### config.mk
export PLATFORM = sky130hd
export DESIGN_NAME = hamming_gen
export DESIGN_NICKNAME = d
export VERILOG_FILES = /design/src/rtl/hamming_gen.sv
export SDC_FILE = /design/constraint.sdc
export NUM_CORES = 1
export LEC_CHECK = 0
export ABC_AREA = 0
export BUFFER_PORTS_ARGS = -buffer_cell sky130_fd_sc_hd__buf_2
export CORE_MARGIN = 1.5
export CORE_UTILIZATION = 25
export DETAILED_ROUTE_END_ITERATION = 16
export GPL_TIMING_DRIVEN = 0
export HOLD_SLACK_MARGIN = 0.12
export SYNTH_ARGS = -nofsm -noshare
export SYNTH_HDL_FRONTEND = slang
export SYNTH_SLANG_ARGS = --single-unit
### constraint.sdc
create_clock -name clk -period 1.9 [get_ports clk]
set_input_delay 0.38 -clock clk [delete_from_list [all_inputs] [get_ports clk]]
set_output_delay 0.38 -clock clk [all_outputs]
set_load 0.01 [all_outputs]
### src/rtl/hamming_gen.sv
// hamming_gen: 24-bit line/column parity ECC over a 512-byte sector, compared
// against the stored spare-area ECC to produce a syndrome for the decoder.
module hamming_gen (
    input  logic        clk,
    input  logic        rst,
    input  logic        start,
    input  logic        data_valid,
    input  logic [7:0]  data_in,
    input  logic        ecc_valid,
    input  logic [7:0]  ecc_in,
    output logic [23:0] ecc_out,
    output logic [23:0] hamming_result,
    output logic        hamming_en,
    output logic        busy
);
    typedef enum logic [1:0] {IDLE, DATA, ECC, CMP} state_t;
    state_t      r_state;
    logic [8:0]  r_byte_cnt;
    logic [1:0]  r_ecc_cnt;
    logic [23:0] r_acc, r_stored, r_ecc_out, r_result;
    logic        r_en;
    logic        w_p;
    logic [23:0] w_acc_next;
    // Low six bits split on bit_index; the rest on byte_index using the byte parity.
    always_comb begin
        w_p = ^data_in;
        w_acc_next = r_acc;
        w_acc_next[0] = r_acc[0] ^ (^(data_in & 8'h55));
        w_acc_next[1] = r_acc[1] ^ (^(data_in & 8'hAA));
        w_acc_next[2] = r_acc[2] ^ (^(data_in & 8'h33));
        w_acc_next[3] = r_acc[3] ^ (^(data_in & 8'hCC));
        w_acc_next[4] = r_acc[4] ^ (^(data_in & 8'h0F));
        w_acc_next[5] = r_acc[5] ^ (^(data_in & 8'hF0));
        for (int k = 0; k < 9; k++) begin
            w_acc_next[2*k+6] = r_acc[2*k+6] ^ (w_p & ~r_byte_cnt[k]);
            w_acc_next[2*k+7] = r_acc[2*k+7] ^ (w_p & r_byte_cnt[k]);
        end
    end
    always_ff @(posedge clk) begin
        if (rst) begin
            r_state    <= IDLE;
            r_byte_cnt <= '0;
            r_ecc_cnt  <= '0;
            r_acc      <= '0;
            r_stored   <= '0;
            r_ecc_out  <= '0;
            r_result   <= '0;
            r_en       <= 1'b0;
        end else if (start) begin
            r_state    <= DATA;
            r_byte_cnt <= '0;
            r_ecc_cnt  <= '0;
            r_acc      <= '0;
            r_stored   <= '0;
            r_ecc_out  <= '0;
            r_result   <= '0;
            r_en       <= 1'b0;
        end else begin
            r_en <= 1'b0;
            case (r_state)
                DATA: if (data_valid) begin
                    r_acc      <= w_acc_next;
                    r_byte_cnt <= r_byte_cnt + 9'd1;
                    if (r_byte_cnt == 9'd511) begin
                        r_ecc_out <= w_acc_next;
                        r_state   <= ECC;
                    end
                end
                ECC: if (ecc_valid) begin
                    r_stored[{r_ecc_cnt, 3'b000} +: 8] <= ecc_in;
                    r_ecc_cnt <= (r_ecc_cnt == 2'd2) ? 2'd0 : r_ecc_cnt + 2'd1;
                    if (r_ecc_cnt == 2'd2) r_state <= CMP;
                end
                CMP: begin
                    r_result <= r_ecc_out ^ r_stored;
                    r_en     <= 1'b1;
                    r_state  <= IDLE;
                end
                default: ;
            endcase
        end
    end
    assign ecc_out        = r_ecc_out;
    assign hamming_result = r_result;
    assign hamming_en     = r_en;
    assign busy           = (r_state != IDLE);
endmodule

==> results of run 1 <==
-- routing by layer --
layer | track usage (%) | up-vias | wire (microns)
met5 | 0 | - | 0
met4 | 3.96 | 0 | 151
met3 | 2.67 | 14 | 571
met2 | 23.6 | 105 | 6660
met1 | 16.3 | 1984 | 5920
li1 | - | 2173 | -
-- placed cells by master, fill, tap and decap left out, types with 8 or more instances in the layout --
cell         n
a21oi_1     51
nand3_1     26
clkbuf_16    9
inv_1        9
nor2_1      37
nand2_1     63
o31ai_1      9
a31oi_1     18
a211oi_1    24
buf_4       11
or4_1        9
dfxtp_1    106
buf_2       73
or3_1       30
xnor2_1     47
mux2i_1      9
o21ai_0     39
nor3_1       8
clkbuf_2     8
clkbuf_1    25
-- final timing paths --
kind | cells after the start | slack [ns] | end
max reg2reg | 9 | 0.09 | ecc_out[20]
min | 3 | 0.33 | r_stored[11]
max | 9 | 0.09 | ecc_out[20]
min reg2reg | 2 | 0.46 | r_stored[1]
-- flip-flops by register name, summed over array words and instances, names as in the netlist --
signal          count
r_acc              24
ecc_out            24
r_ecc_cnt           2
hamming_result     24
r_state             2
hamming_en          1
r_byte_cnt          9
r_stored           24
-- through the flow --
step                      TNS [ns]  setup slack, ns  total power [mW]  hold slack, ns
after floorplan                  0           0.0286              2.72           0.445
after global placement      -24.72           -0.781              2.90           0.451
after detailed placement    -25.71           -0.824              2.90           0.457
after CTS                   -0.883          -0.0800              4.78           0.318
after global routing        -0.133          -0.0253              4.92           0.338
final                            0           0.0888              4.75           0.328
-- critical path: stages (launching register included) --
cell and delay, ns:
dfxtp_4 0.40, inv_6 0.04, nor3_4 0.22, nand3_2 0.13
nor2_2 0.10, ha_2 0.20, and3_4 0.24, buf_8 0.14
o21ai_0 0.07, a31oi_1 0.17
-- report_power, final --
group          total (mW)  switching [mW]  internal (mW)
clock                1.86           0.836           1.02
combinational       0.569           0.374          0.195
sequential           2.32         0.00964           2.31
-- cells by family after synthesis --
| logic type | synth area share (%) |
|---|---|
| AOI/OAI and AO/OA | 17.1 |
| xor gates and xnor gates | 9.32 |
| adders and majority gates | 2.09 |
| buffers and inverters | 4.10 |
| DFF | 45.9 |
| muxes | 1.88 |
| and+or+nand+nor | 19.6 |
-- layout make-up --
type / count / area, sq um
buffer: 39 / 190
tap: 234 / 293
timing repair buffer: 81 / 437
clock buffer: 12 / 236
inverter: 12 / 52.6
multi-input combinational: 406 / 2500
clock inverter: 4 / 47.5
fill: 1999 / 12800
sequential: 110 / 2210
-- repair_timing --
action / 4_1_cts / 5_1_grt
buffers inserted: 8 / 3
pin swaps: 2 / 3
setup endpoints to repair: 73 / 74
gates resized for setup: 25 / 32
==> run summary, run 1 <==
Between clock sinks in the finished design, the worst skew comes to 0.00626 ns. The tools report the type of origin of the critical path as a flop. The type of the worst setup path is reg2reg. The tools report the static leakage as 2.05 nW.

Sorting the synthesized cells by area gives the leading types as dfxtp_1 (46%), xnor2_1 (9.3%), a21oi_1 (5.3%), nand2_1 (5.0%), o21ai_0 (4.1%). After the last flow step, the layout net total stands at 688. Clock tree synthesis found a total of 110 sinks.

In the routed layout, each cell is associated on average with a via count of 4.76. Compared with the post-synthesis result, the final layout area differs by 24.4%. Cells fill 31.8% of the core in the end. The floorplan die height is 141 microns, and the slew at the pin closest to its max-slew limit is 0.648 ns.

The number of hold buffers added after CTS was 0. The netlist uses 27 different library cells. The initial antenna violation count came out at 0.

In this run the most critical hold path is launched from ecc_in[3]. Synthesis-stage register bit count: 110. After layout, the worst path uses 95.3% of the clock period. The final route contains 4276 vias.

After detailed placement, the total cell area comes to 0.00545 sq mm. The logs give 0 for the count of endpoints failing hold in the final timing report and 0.00596 sq mm for the post-layout instance area. Synthesis handed over a netlist of 568 instances. The launch point of the critical path was r_byte_cnt[2]. The total global-route track usage is 13.3%, and the total overflow reported by the global router is 0.

The width of the die is 141 microns. The total number of placement rows is 50. The flow ran to the end, and the final reports show no timing, DRC or antenna violations. The number of top-level pins is 71, and the highest net fanout along the worst path is 10.

In this run, synthesis inferred 0 flip-flops with an integrated enable. The remaining number of nets flagged by the antenna check after routing was 0; the relative slew slack was 56.8%. In the final layout, the share of cells above drive strength 1 is 20.0%.

The floorplan step defined a core boundary enclosing 0.0188 sq mm. In this run the biggest area consumer among cell types represents 45.9% of the synthesized area. The number of optimization iterations in the first detailed-route pass was 4; the arrival time of the worst setup path was 2.08 ns. The run gives 45.9% as the sequential-to-total area share from yosys stat. Synthesis produced a netlist with a net count of 597. CTS placed an instance of clkbuf_16 at the clock tree root. In this run the critical register-to-register path is launched from r_byte_cnt[2].

The Yosys step of the flow raised 0 warnings. Summing every instance area after synthesis gives 0.00479 sq mm. The clock passes through at most 2 buffers. The final count of negative-setup-slack endpoints was 0. The placer congestion estimate came out at 0.783. The starting density of the core came out at 25.5%.

The count of cells in the finished layout, fillers not included, comes to 898. The first global-routing pass estimated 20600 microns of wire. For the worst ir drop on vdd, the log shows 0.000454 V. For the worst setup path, the data required time is 2.17 ns. TritonCTS built the clock tree. The largest net degree at the start of global routing is 17. Subtracting the final worst setup slack from the clock period gives 1.81 ns. After the first detailed-routing iteration, the DRC count stood at 190. The tools report the via count of the first global-routing pass as 3868. STA classifies the critical path endpoint as a flop. In this run the mean area of a mapped cell was 8.44 sq um. The routed design has 13300 microns of wire. The detailed-route DRC error count was 0.

The commonest cells after synthesis are dfxtp_1 (110), nand2_1 (64), a21oi_1 (51), xnor2_1 (51), o21ai_0 (39). The number of max-slew violations in the final report is 0, and the number of buffer cells added on primary ports is 70. In this run the number of H-tree levels came out at 3. The floorplan step defined a die boundary enclosing 0.0200 sq mm. Counting flops with an async set or reset pin after synthesis yields a share of 0%.

The fmax is 552 MHz. dfxtp_1 takes more of the synthesized area than any other cell. The run gives 872 as the placed instance count. The most common cell in the netlist is dfxtp_1.

The total of max-cap violations is 0. The HPWL reported at the end of detailed placement was 9920 microns. Clock latency on the worst-skew pair, taken at its later pin, is 0.35 ns. The clock transition time at the flip-flop clock pins of the worst setup and hold paths was 0.07 ns; the number of clock buffers inserted by TritonCTS was 9.

In this run the worst hold path is classified as in2reg. 0 antenna diodes ended up in the layout. The average detailed-routed wire length per instance is 14.8 microns.

In the synthesized netlist the dominant register cell turns out to be dfxtp_1. In this run the power density over the cells is 796 mW/mm^2.
(Power assumes the default switching activity.)
==> inputs of run 2 (changes only) <==
Settings changed: CORE_MARGIN 1.5 to not set, PLACE_DENSITY set to 0.5.
Clock period 1.9 ns to 2.3 ns, I/O delays scaled along.
==> run 2 against run 1 <==
  * Clock power is 3% higher
  * Clock skew hardly changed
  * Die area is 1.4% lower
  * Fmax is 15% lower
  * Worst setup slack better by 0.076 ns
  * Count of clock-buffer cells in the layout is 2 lower
  * Flip-flop and latch count stayed put
  * Routed wire length is 2.0% higher
  * Critical endpoint is now ecc_out[12]
  * Sequential power is 17% lower
  * First-iteration DRC count is 3.7% lower
==> run summary, run 2 (synthesis results as in run 1) <==
The tools report the core area as 0.0188 sq mm (unchanged). The largest delay contributor family on the critical path is simple AND/OR/NAND/NOR gates (unchanged). The clock root buffer is clkbuf_16 (unchanged). The run finished with clean final reports. The number of top-level pins came out at 71 (unchanged). The tools report the final setup skew as 0.00583 ns (was 0.00626 ns). The total global-route track usage is 14.2% (was 13.3%). The beginning of the worst register-to-register path was r_byte_cnt[4] (was r_byte_cnt[2]). The tools report the register-to-register path setup slack as 0.17 ns (was 0.09 ns). TritonCTS built the clock tree. The placer congestion estimate was 0.745 (was 0.783). The final critical-path share of the clock period was 92.8% (was 95.3%); the number of optimization iterations in the first detailed-route pass was 4 (unchanged).

The tools report the total overflow reported by the global router as 0 (unchanged). Commonest non-fill, non-tap cells in the layout: dfxtp_1 (108), buf_2 (71), nand2_1 (64) (was dfxtp_1 (106), buf_2 (73), nand2_1 (63)). The count of buffers added by post-CTS timing repair for setup was 0 (was 8). The logs give 0 (unchanged) for the remaining number of nets flagged by the antenna check after routing and 0 (unchanged) for the post-cts hold buffer count.

The run gives 2.56 ns (was 2.17 ns) as the worst endpoint required time. Critical hold path startpoint: ecc_in[4] (was ecc_in[3]). Commonest non-fill, non-tap cell in the layout: dfxtp_1 (unchanged). The mean number of vias per cell works out to 4.70 (was 4.76). Via count of the first global-routing pass: 3965 (was 3868). The number of violations reported at the end of detailed-routing iteration 0 was 183 (was 190); the overall die area was 0.0197 sq mm (was 0.0200 sq mm). The share of post-route cells with drive strength above 1 was 15.6% (was 20.0%). The type of the worst setup path was reg2reg (unchanged). The wire length of the first global-routing pass is 21900 microns (was 20600 microns).

For the initial antenna violation count, the log shows 0 (unchanged). Type of destination of the critical path: a flop (unchanged). For the number of nets in the finished design, the log shows 677 (was 688). Starting density of the core: 25.5% (unchanged). The instance count along the most critical hold path is 3 (unchanged), and the fmax is 468 MHz (was 552 MHz). The ratio of total power to cell area was 731 mW/mm^2 (was 796 mW/mm^2). The average detailed-routed wire length per instance is 15.3 microns (was 14.8 microns). The floorplan die height is 140 microns (was 141 microns). The time the worst path needs with I/O delays and setup was 2.13 ns (was 1.81 ns); the final cell utilization of the core was 31.2% (was 31.8%).

Number of diodes: 0 (unchanged). The number of filler instances in the final layout is 2026 (was 1999), and the via total after detailed routing is 4170 (was 4276). For the HPWL reported at the end of detailed placement, the log shows 10300 microns (was 9920 microns).

End of the worst hold path: r_stored[12] (was r_stored[11]). The run gives 1.96 nW (was 2.05 nW) as the static leakage. For the total of max-cap violations, the log shows 0 (unchanged).

Cell breakdown of the critical path: inv_1 -> nor3_4 -> nand3_1 -> nor2_1 -> ha_2 -> and3_2 -> clkbuf_4 -> o21ai_0 -> a31oi_1 (was inv_6 -> nor3_4 -> nand3_2 -> nor2_2 -> ha_2 -> and3_4 -> buf_8 -> o21ai_0 -> a31oi_1). Final count of negative-setup-slack endpoints: 0 (unchanged). Clock sink count: 110 (unchanged). The number of cell instances on the worst register-to-register path came out at 9 (unchanged). Number of buffer cells added on primary ports: 70 (unchanged). The worst ir drop on vdd came out at 0.000330 V (was 0.000454 V). Slew at the pin closest to its max-slew limit: 0.779 ns (was 0.648 ns). Clock transition time at the flip-flop clock pins of the worst setup and hold paths: 0.07 ns (about the same).

The count of endpoints failing hold in the final timing report is 0 (unchanged), and the total detailed-routing wirelength is 13600 microns (was 13300 microns). Maximum single-stage delay on the critical path: 0.38 ns (was 0.40 ns). The cell type of the slowest stage on the worst timing path is dfxtp_1 (was dfxtp_4). The logic depth of the worst setup path including buffers is 9 (unchanged). Type of origin of the critical path: a flop (unchanged). The total number of placement rows is 50 (unchanged). Area growth from synthesis to layout: 22.1% (was 24.4%). The number of buffers between clock root and the deepest sink was 2 (unchanged); the number of clock buffers inserted by TritonCTS was 9 (unchanged). The insertion delay of the later-clocked pin in the worst-skew pair is 0.34 ns (was 0.35 ns). The number of max-slew violations in the final report was 0 (unchanged); the count of placed standard cells in the final layout, fillers left out was 887 (was 898). The run gives 2.40 ns (was 2.08 ns) as the arrival time of the worst setup path. The logs give 3 (unchanged) for the H-tree depth reported by CTS and 872 (unchanged) for the placed instance count. The reg-to-reg endpoint is ecc_out[12] (was ecc_out[20]). The run gives 0 (unchanged) as the detailed-route DRC error count. The logs give 18 (was 17) for the largest net degree at the start of global routing and 48.0% (was 56.8%) for the relative slew slack. The count of buffer and inverter cells on the critical path works out to 2 (unchanged). The kind of path behind the tightest hold check was in2reg (unchanged). The width of the die is 140 microns (was 141 microns), and the highest net fanout along the worst path is 10 (unchanged).
run 2: changes by cell type in the layout (fill, tap and decap cells not counted), moves of 3 or more:
cell	delta
inv_1	+3
clkbuf_2	-5
clkbuf_1	+4
buf_4	-11
nor3b_4	-3
bufinv_16	+3
run 2: through the flow:
stage               instance area, sq um  worst slack [ns]  setup TNS, ns  hold WS, ns  power [mW]
floorplan                           4790             0.292              0        0.445        2.25
global placement                    5440            -0.499         -14.00        0.454        2.40
detailed placement                  5440            -0.440         -13.19        0.457        2.40
CTS                                 5830            0.0325              0        0.393        4.32
global route                        5850          -0.00128       -0.00128        0.425        4.46
finish                              5850             0.165              0        0.416        4.28
run 2: final cells by class:
cell class	count	area [sq um]	area share, %
clock inverter	6	133	2.27
timing repair buffer	70	350	5.98
multi-input combinational	406	2430	41.5
buffer	39	159	2.71
tap	234	293	5.00
inverter	12	45.0	0.769
sequential	110	2200	37.7
clock buffer	10	239	4.08
run 2: per-layer routing:
| metal | track usage (%) | up-vias | share of wire, % |
|---|---|---|---|
| li1 | - | 2142 | - |
| met1 | 18.4 | 1927 | 47 |
| met2 | 23.2 | 90 | 48 |
| met3 | 2.80 | 11 | 4.1 |
| met4 | 5.26 | 0 | 1.6 |
| met5 | 0 | - | 0 |
run 2: worst max-delay path by stage:
stage | start | endpoint | slack [ns]
finish | r_byte_cnt[4] | ecc_out[12] | 0.17
global placement | data_in[4] | ecc_out[17] | -0.50
floorplan | r_byte_cnt[2] | ecc_out[17] | 0.29
CTS | r_byte_cnt[2] | ecc_out[12] | 0.03
detailed placement | data_in[5] | ecc_out[17] | -0.44
global route | data_in[4] | ecc_out[16] | -0.001
run 2: where the power goes:
group | internal (mW) | leakage [nW] | total (mW) | switching [mW]
registers | 1.91 | 0.887 | 1.92 | 0.00791
clock network | 1.20 | 0.179 | 1.91 | 0.707
logic | 0.142 | 0.891 | 0.446 | 0.304
run 2: worst reg2reg max path, delay by kind of cell (launching register included):
| family | cells | cell delay, ns |
|---|---|---|
| flops | 1 | 0.38 |
| simple gates | 4 | 0.77 |
| fa+ha+maj | 1 | 0.23 |
| compound gates | 2 | 0.29 |
| buf+inv | 2 | 0.39 |
run 2: what timing repair did:
item / 4_1_cts / 5_1_grt
pin swaps: 0 / 1
setup endpoints to repair: 24 / 37
resized for setup: 9 / 8
